===== config.mk =====
export PLATFORM = sky130hd
export DESIGN_NAME = imem_loader_flat
export DESIGN_NICKNAME = d
export VERILOG_FILES = /design/src/rtl/imem_loader_pkg.sv /design/src/rtl/imem_loader_if.sv /design/src/rtl/imem_loader_byte_assembler.sv /design/src/rtl/imem_loader.sv /design/src/flat_wrapper.sv
export SDC_FILE = /design/constraint.sdc
export NUM_CORES = 1
export LEC_CHECK = 0
export CAP_MARGIN = 5
export CORE_ASPECT_RATIO = 0.8
export CORE_MARGIN = 5
export CORE_UTILIZATION = 50
export DETAILED_ROUTE_END_ITERATION = 16
export GPL_ROUTABILITY_DRIVEN = 0
export PLACE_DENSITY = 0.77
export SYNTH_ARGS = -nofsm -noshare
export SYNTH_HDL_FRONTEND = slang
export SYNTH_SLANG_ARGS = --single-unit

===== constraint.sdc =====
create_clock -name clk -period 2.6 [get_ports clk]
set_clock_uncertainty 0.2 [all_clocks]
set_input_delay 0.78 -clock clk [delete_from_list [all_inputs] [get_ports clk]]
set_output_delay 0.78 -clock clk [all_outputs]
set_load 0.02 [all_outputs]

===== src/rtl/imem_loader_pkg.sv =====
// Shared definitions for the instruction-memory loader: FSM state
// encodings, the instruction memory depth and the word-address shift.
package imem_loader_pkg;

    // Depth of the instruction memory in 32-bit words (64 KiB).
    localparam int IMEM_WORDS = 16384;

    // Byte address = word index << WORD_SHIFT.
    localparam int WORD_SHIFT = 2;

    typedef enum logic [2:0] {
        ST_IDLE,
        ST_LEN,
        ST_DATA,
        ST_WRITE,
        ST_DONE,
        ST_ERR
    } state_t;

endpackage


===== src/rtl/imem_loader_if.sv =====
// Byte-stream handshake from the host link plus the instruction memory
// write port. The loader uses the slave view; the host/memory side uses master.
interface imem_loader_if;

    logic [7:0]  rx_data;
    logic        rx_valid;
    logic        rx_ready;
    logic        mem_we;
    logic [31:0] mem_addr;
    logic [31:0] mem_wdata;

    modport slave (
        input  rx_data,
        input  rx_valid,
        output rx_ready,
        output mem_we,
        output mem_addr,
        output mem_wdata
    );

    modport master (
        output rx_data,
        output rx_valid,
        input  rx_ready,
        input  mem_we,
        input  mem_addr,
        input  mem_wdata
    );

endinterface


===== src/rtl/imem_loader_byte_assembler.sv =====
// Assembles four accepted bytes into a little-endian 32-bit word. The
// complete word is presented combinationally together with the fourth
// byte so the controller can act on the same edge that accepts it.
module imem_loader_byte_assembler (
    input  logic        clk,
    input  logic        rst_n,
    input  logic        clear,
    input  logic        accept,
    input  logic [7:0]  byte_in,
    output logic        word_complete,
    output logic [31:0] word_out
);

    logic [1:0]  idx;
    logic [31:0] shreg;

    // New bytes enter at the top and shift down, so the first byte ends in [7:0].
    assign word_out      = {byte_in, shreg[31:8]};
    assign word_complete = accept && (idx == 2'd3);

    // Byte index and partial word; both hold their value across rx gaps.
    always_ff @(posedge clk or negedge rst_n) begin
        if (!rst_n) begin
            idx   <= 2'd0;
            shreg <= 32'd0;
        end else if (clear) begin
            idx   <= 2'd0;
            shreg <= 32'd0;
        end else if (accept) begin
            idx   <= idx + 2'd1;
            shreg <= word_out;
        end
    end

endmodule


===== src/rtl/imem_loader.sv =====
// Runtime program loader: receives a little-endian word count followed by
// that many little-endian words, writes them to the instruction memory and
// keeps the CPU in reset until a complete image is in place.
module imem_loader
    import imem_loader_pkg::*;
#(
    parameter int          MEM_WORDS = IMEM_WORDS,
    parameter logic [31:0] BASE_ADDR = 32'h0000_0000,
    parameter int          CNT_W     = 15
) (
    input  logic             clk,
    input  logic             rst_n,
    input  logic             start,
    imem_loader_if.slave     bus,
    output logic             cpu_hold,
    output logic             busy,
    output logic             done,
    output logic             error,
    output logic [CNT_W-1:0] words_loaded
);

    localparam logic [31:0] MAX_LEN = MEM_WORDS;

    state_t      state;
    logic [31:0] len;
    logic        accept;
    logic        start_ok;
    logic        word_complete;
    logic [31:0] word;
    logic [31:0] wl_ext;
    logic [31:0] wl_next;

    assign accept   = bus.rx_valid && bus.rx_ready;
    // start is only honoured when no session is running.
    assign start_ok = start && ((state == ST_IDLE) || (state == ST_DONE) || (state == ST_ERR));
    assign wl_ext   = 32'(words_loaded);
    assign wl_next  = wl_ext + 32'd1;

    imem_loader_byte_assembler u_asm (
        .clk           (clk),
        .rst_n         (rst_n),
        .clear         (start_ok),
        .accept        (accept),
        .byte_in       (bus.rx_data),
        .word_complete (word_complete),
        .word_out      (word)
    );

    // Session controller; every output is registered and set on the transition.
    always_ff @(posedge clk or negedge rst_n) begin
        if (!rst_n) begin
            state        <= ST_IDLE;
            bus.rx_ready <= 1'b0;
            bus.mem_we   <= 1'b0;
            bus.mem_addr <= BASE_ADDR;
            bus.mem_wdata <= 32'd0;
            cpu_hold     <= 1'b0;
            busy         <= 1'b0;
            done         <= 1'b0;
            error        <= 1'b0;
            words_loaded <= '0;
            len          <= 32'd0;
        end else begin
            bus.mem_we <= 1'b0;
            case (state)
                ST_IDLE, ST_DONE, ST_ERR: begin
                    if (start) begin
                        state        <= ST_LEN;
                        bus.rx_ready <= 1'b1;
                        busy         <= 1'b1;
                        cpu_hold     <= 1'b1;
                        done         <= 1'b0;
                        error        <= 1'b0;
                        words_loaded <= '0;
                    end
                end
                ST_LEN: begin
                    if (word_complete) begin
                        len <= word;
                        if (word == 32'd0) begin
                            state        <= ST_DONE;
                            bus.rx_ready <= 1'b0;
                            busy         <= 1'b0;
                            cpu_hold     <= 1'b0;
                            done         <= 1'b1;
                        end else if (word > MAX_LEN) begin
                            // cpu_hold stays high: a truncated image must never run.
                            state        <= ST_ERR;
                            bus.rx_ready <= 1'b0;
                            busy         <= 1'b0;
                            error        <= 1'b1;
                        end else begin
                            state <= ST_DATA;
                        end
                    end
                end
                ST_DATA: begin
                    if (word_complete) begin
                        state         <= ST_WRITE;
                        bus.rx_ready  <= 1'b0;
                        bus.mem_we    <= 1'b1;
                        bus.mem_addr  <= BASE_ADDR + (wl_ext << WORD_SHIFT);
                        bus.mem_wdata <= word;
                    end
                end
                ST_WRITE: begin
                    words_loaded <= wl_next[CNT_W-1:0];
                    if (wl_next == len) begin
                        state    <= ST_DONE;
                        busy     <= 1'b0;
                        cpu_hold <= 1'b0;
                        done     <= 1'b1;
                    end else begin
                        state        <= ST_DATA;
                        bus.rx_ready <= 1'b1;
                    end
                end
                default: begin
                    state        <= ST_IDLE;
                    bus.rx_ready <= 1'b0;
                end
            endcase
        end
    end

endmodule


===== src/flat_wrapper.sv =====
// flat-port wrapper written by rule: the top's interface ports become plain ports
module imem_loader_flat import imem_loader_pkg::*;
#(
    parameter int          MEM_WORDS = IMEM_WORDS,
    parameter logic [31:0] BASE_ADDR = 32'h0000_0000,
    parameter int          CNT_W     = 15
)
  (clk, rst_n, start, cpu_hold, busy, done, error, words_loaded, bus_rx_data, bus_rx_valid, bus_rx_ready, bus_mem_we, bus_mem_addr, bus_mem_wdata);
  imem_loader_if bus_i ();
  input  logic clk;
  input  logic rst_n;
  input  logic start;
  output logic cpu_hold;
  output logic busy;
  output logic done;
  output logic error;
  output logic [CNT_W-1:0] words_loaded;
  input wire logic [$bits(bus_i.rx_data)-1:0] bus_rx_data;
  input wire logic [$bits(bus_i.rx_valid)-1:0] bus_rx_valid;
  output wire logic [$bits(bus_i.rx_ready)-1:0] bus_rx_ready;
  output wire logic [$bits(bus_i.mem_we)-1:0] bus_mem_we;
  output wire logic [$bits(bus_i.mem_addr)-1:0] bus_mem_addr;
  output wire logic [$bits(bus_i.mem_wdata)-1:0] bus_mem_wdata;
  assign bus_i.rx_data = bus_rx_data;
  assign bus_i.rx_valid = bus_rx_valid;
  assign bus_rx_ready = bus_i.rx_ready;
  assign bus_mem_we = bus_i.mem_we;
  assign bus_mem_addr = bus_i.mem_addr;
  assign bus_mem_wdata = bus_i.mem_wdata;
  imem_loader #(.MEM_WORDS(MEM_WORDS), .BASE_ADDR(BASE_ADDR), .CNT_W(CNT_W)) u_core (.clk(clk), .rst_n(rst_n), .start(start), .bus(bus_i), .cpu_hold(cpu_hold), .busy(busy), .done(done), .error(error), .words_loaded(words_loaded));
endmodule

Yosys cells after proc, flatten, opt, wreduce, memory -nomap -nowiden --
Index checks and enable logic that the tools add are counted.
Word-level totals: register bits after elaboration 137, input port bits 12, word-level logic and storage cells 88
Cells by class: reduce and logical (&&, ||, !) cells 20, $add $sub $neg 2, muxes and demuxes 36, eq/ne operators 16, order comparisons 1
Operators with widths (number):
- $mux W32 | 2
- $eq A32 B32 Y1 | 1
- $gt A32 B15 Y1 const B | 1
- $logic_not A32 Y1 | 1
- $pmux W15 S2 | 1
- $reduce_and A5 Y1 | 4
- $mux W1 | 18
- $mux W3 | 6
- $add A15 B1 Y16 const B | 1
- $mux W15 | 1
- $pmux W3 S4 | 1
- $ne A2 B2 Y1 const B | 5
- $pmux W1 S3 | 3
- $eq A3 B2 Y1 const B | 2
- $eq A3 B3 Y1 const B | 2
- $ne A2 B1 Y1 const B | 3
- $reduce_and A2 Y1 | 3
- $reduce_bool A2 Y1 | 3
- $mux W2 | 2
- $pmux W1 S4 | 1
- $eq A3 B1 Y1 const B | 1
- $logic_and A1 B1 Y1 | 3
- $logic_not A3 Y1 | 1
- $ne A3 B1 Y1 const B | 1
- 7 further kinds | 8

Longest topological paths before layout --
depth in word-level cells 5, gate-level depth with buffers 8, gate-level depth less buffers 7

Cells and area by module --
From an unflattened synthesis, not the netlist that was laid out.
Second synthesis, totals: cell total of the unflattened synthesis 515, area total of the unflattened synthesis 6088.3 um2
By module, submodules not included:
- imem_loader | cells an instance 421, area an instance 4933.5 um2, times used 1
- imem_loader_byte_assembler | cells an instance 94, area an instance 1154.9 um2, times used 1

Least setup slack after synthesis --
No wires, ideal clock.
path type register -> register, start point reg u_core.words_loaded[0], end point reg u_core.state[1], arrival 2162 ps, clock period less this slack 2503 ps, stages on the path, launching flop included 8, library setup time 141 ps, path slack 97 ps, cell sequence dfrtp_1 -> ha_1 -> and2_1 -> nand3_4 -> or3_1 -> o2bb2ai_1 -> nor4_4 -> a31oi_1
On the way: word-level cells in the longest chain between the ends 4
Ends and longest elaborated chain:
- start, declared | RTL line imem_loader.sv:19 | output logic [CNT_W-1:0] words_loaded
- start signal, assigned | RTL line imem_loader.sv:107 | words_loaded <= wl_next[CNT_W-1:0];
- $add A15 B1 Y16 | RTL line imem_loader.sv:37 | assign wl_next = wl_ext + 32'd1;
- $eq A32 B32 Y1 | RTL line imem_loader.sv:108 | if (wl_next == len) begin
- $mux W3 | RTL line imem_loader.sv:108
- $pmux W3 S4 | RTL line imem_loader.sv:65 | case (state)
- end signal, assigned | RTL line imem_loader.sv:68 | state <= ST_LEN;
- end signal, assigned | RTL line imem_loader.sv:109 | state <= ST_DONE;
- end signal, assigned | RTL line imem_loader.sv:114 | state <= ST_DATA;
- end, declared | RTL line imem_loader.sv:24 | state_t state;
No other way between the ends. A chain may end at the register's enable or synchronous reset.

Worst setup path after layout --
start point reg u_core.words_loaded[8], end point out words_loaded[8]
RTL lines:
- end, declared | RTL line flat_wrapper.sv:17 | output logic [CNT_W-1:0] words_loaded;
No word-level cell between the ends.

==> results.sh <==
export IMPL_track_usage=0.2169
export IMPL_drt_iter0_markers=378
export IMPL_fmax_ghz=0.3946
export IMPL_wirelength_um=14850
export IMPL_final_cell_mix="125 x dfrtp_1, 80 x mux2_2, 72 x clkdlybuf4s50_1, 71 x nand2_1, 34 x a21oi_1"
export IMPL_r2r_end="u_core.state[1]$_DFFE_PN0P_"
export IMPL_clk_latency_ns=0.41
export IMPL_syn_avg_cell_area_um2=11.22
export IMPL_fin_ws_ns=0.06598
export IMPL_post_drt_wl_per_cell_um=18.40
export IMPL_hold_viol_final=0
export IMPL_worstSetupPathDepth=1
export IMPL_final_area_um2=7796
export IMPL_synthesis_area_um2=6080
export IMPL_dpl_cell_count=776
export IMPL_worstSetupEndpointType="primary output"
export IMPL_setup_viol=0
export IMPL_drtPass1Iterations=6
export IMPL_endpoint="words_loaded[8]"
export IMPL_h_tree_depth=4
export IMPL_vias=4632
export IMPL_pre_cts_ws_ns=-0.1884
export IMPL_drive_above_1_share=0.2534
export IMPL_crit_chain="clkdlybuf4s50_1"
export IMPL_synth_yosys_seq_area_share=0.5310
export IMPL_synth_top_area_cell="dfrtp_1"
export IMPL_port_buffers=79
export IMPL_clock_path_buffers=2
export IMPL_cpLargestDelayFamily="buffers and inverters"
export IMPL_max_slew_margin=0.6209
export IMPL_rrSetupSlack_ns=0.11
export IMPL_rows=36
export IMPL_grt_ovfl_total=0
export IMPL_timing_rr_start="u_core.words_loaded[2]$_DFFE_PN0P_"
export IMPL_period_share=0.9746
export IMPL_critical_path_buf_inv_count=1
export IMPL_min_path_type="in -> async"
export IMPL_maxCapViolations=0
export IMPL_tightestPinTransition_ns=0.5673
export IMPL_synth_edf_count=0
export IMPL_powerDensity_nw_per_um2=1056
export IMPL_path_class="reg -> out"
export IMPL_grt_antenna_before_repair=0
export IMPL_synth_cells=542
export IMPL_ios=97
export IMPL_fillers=895
export IMPL_die_x_um=133.3
export IMPL_grt_pass1_vias=4774
export IMPL_critPathLaunchType="flop"
export IMPL_total_power_mw=8.231
export IMPL_crit_arrival_ns=1.55
export IMPL_grt_max_degree=50
export IMPL_synth_cell_type_count=56
export IMPL_clockRootBuffer="clkbuf_16"
export IMPL_cts_sinks=129
export IMPL_yosysTopAreaCellShare=0.5310
export IMPL_drcViolationCount=0
export IMPL_die_area_um2=14480
export IMPL_cts_buffers=17
export IMPL_start_util=0.5055
export IMPL_postSynth_asyncResetShare=1.000
export IMPL_dp_hpwl_um=10160
export IMPL_finalCriticalPeriod_ns=2.534
export IMPL_crit_slowest_cell="clkdlybuf4s50_1"
export IMPL_outcome="complete, no violations"
export IMPL_area_growth_pct=28.24
export IMPL_rsz0062_at_grt="false"
export IMPL_grt_pass1_wl_um=24740
export IMPL_report_final_slew_viol_count=0
export IMPL_ys_seq_elements=129
export IMPL_crit_required_ns=1.62
export IMPL_ys_top_cells_by_area="dfrtp_1 53%, mux2_2 15%, nand2_1 4.4%"
export IMPL_place_area_um2=7138
export IMPL_ir_drop_mv=0.6107
export IMPL_cp_max_fo=11
export IMPL_synth_main_ff_cell="dfrtp_1"
export IMPL_cts_clk_slew_worst_paths_ns=0.06
export IMPL_fp_coreArea_um2=12030
export IMPL_final_cells=807
export IMPL_cp_slowest_stage_delay_ns=0.65
export IMPL_p_leak_nw=3.559
export IMPL_cp_startpoint="u_core.words_loaded[8]$_DFFE_PN0P_"
export IMPL_dieHeight_um=108.6
export IMPL_antenna_cells=0
export IMPL_fin_nets=657
export IMPL_final_common_cell="dfrtp_1"
export IMPL_ctsHoldBuffers=0
export IMPL_viasPerCell=5.740
export IMPL_cts_tree="built"
export IMPL_yosysWarningCount=0
export IMPL_drtAntennaViolNets=0
export IMPL_rr_worst_depth=8
==> state kept, by name, indices dropped and copies added (netlist names) <==
name and flops:
u_core.error 1, u_core.bus.mem_we 1, u_core.u_asm.idx 2, u_core.bus.mem_addr 15, u_core.len 32, u_core.bus.rx_ready 1
u_core.words_loaded 15, u_core.busy 1, u_core.u_asm.shreg 24, u_core.state 3, u_core.cpu_hold 1, u_core.done 1
u_core.bus.mem_wdata 32
==> per-stage QoR <==
step                      setup TNS, ns  utilization  hold WS [ns]
after floorplan                       0            -        0.2798
after global placement           -6.792       0.5935        0.2863
after detailed placement         -10.22       0.5935        0.2945
after CTS                             0       0.6473        0.1121
after global routing                  0       0.6483        0.1265
final                                 0       0.6483        0.1095
==> how the worst min path moves through the flow <==
stage,startpoint,depth (start not counted),to
2_1_floorplan,rst_n,0,u_core.bus.mem_addr[10]$_DFFE_PN0P_
3_3_place_gp,u_core.error$_DFFE_PN0P_,2,u_core.error$_DFFE_PN0P_
3_5_place_dp,u_core.bus.mem_addr[7]$_DFFE_PN0P_,1,u_core.bus.mem_addr[7]$_DFFE_PN0P_
4_1_cts,rst_n,1,u_core.bus.mem_addr[12]$_DFFE_PN0P_
5_1_grt,rst_n,1,u_core.bus.mem_addr[12]$_DFFE_PN0P_
6_report,rst_n,1,u_core.bus.mem_addr[12]$_DFFE_PN0P_
==> power by group <==
part / internal [mW] / total (mW) / switching, mW
clock: 1.72 / 2.60 / 0.875
sequential: 2.56 / 3.30 / 0.737
combinational: 1.12 / 2.34 / 1.21
==> what timing repair did <==
item | 4_1_cts | 5_1_grt
endpoints found under the setup margin | 5 | 11
gates resized for setup | 5 | 7
setup buffers | 0 | 0
==> cells in the mapped netlist, types with 2 or more instances <==
master / count
inv_1: 10
and4_1: 2
clkbuf_1: 18
o2111ai_1: 2
or3_1: 3
ha_1: 2
o31ai_1: 5
buf_2: 6
o32ai_1: 3
a211oi_1: 2
o211ai_1: 2
nor3_1: 4
and2_1: 2
nand3_1: 8
nand2_1: 71
xor2_1: 8
or3b_2: 3
o22ai_1: 3
nor2_1: 26
nand4_1: 7
a31oi_1: 4
nand2b_1: 2
and3_1: 2
a21o_1: 2
nor2b_1: 4
nor4_1: 14
dfrtp_1: 129
buf_6: 4
mux2i_1: 2
mux2_2: 80
xnor2_1: 10
a21oi_1: 34
buf_4: 20
nand3_4: 2
o2bb2ai_1: 2
o21ai_0: 24
==> metal layers <==
layer,share of wire,global-route usage,vias up
li1,-,-,2092
met1,0.42,0.2785,2303
met2,0.49,0.3638,209
met3,0.071,0.06089,28
met4,0.016,0.06388,0
met5,0,0,-
==> cells by family after synthesis <==
| logic type | Yosys count | synth area share |
|---|---|---|
| AO/OA/AOI/OAI | 93 | 0.09673 |
| flip-flops | 129 | 0.5310 |
| XOR/XNOR | 19 | 0.03046 |
| buffers and inverters | 59 | 0.05659 |
| AND/OR/NAND/NOR | 157 | 0.1290 |
| other | 1 | 0.0006168 |
| multiplexers | 82 | 0.1515 |
| adder cells (fa/ha/maj) | 2 | 0.004115 |
==> area by class of cell <==
cell class,count,area (µm²),area share
Inverter,10,37.54,0.004815
Tap cell,152,190.2,0.02439
Multi-Input combinational cell,370,2575,0.3303
Sequential cell,129,3233,0.4147
Clock buffer,18,439.2,0.05633
Timing Repair Buffer,115,1112,0.1427
Clock inverter,13,209.0,0.02680
Power figures use the tool's default switching activity.
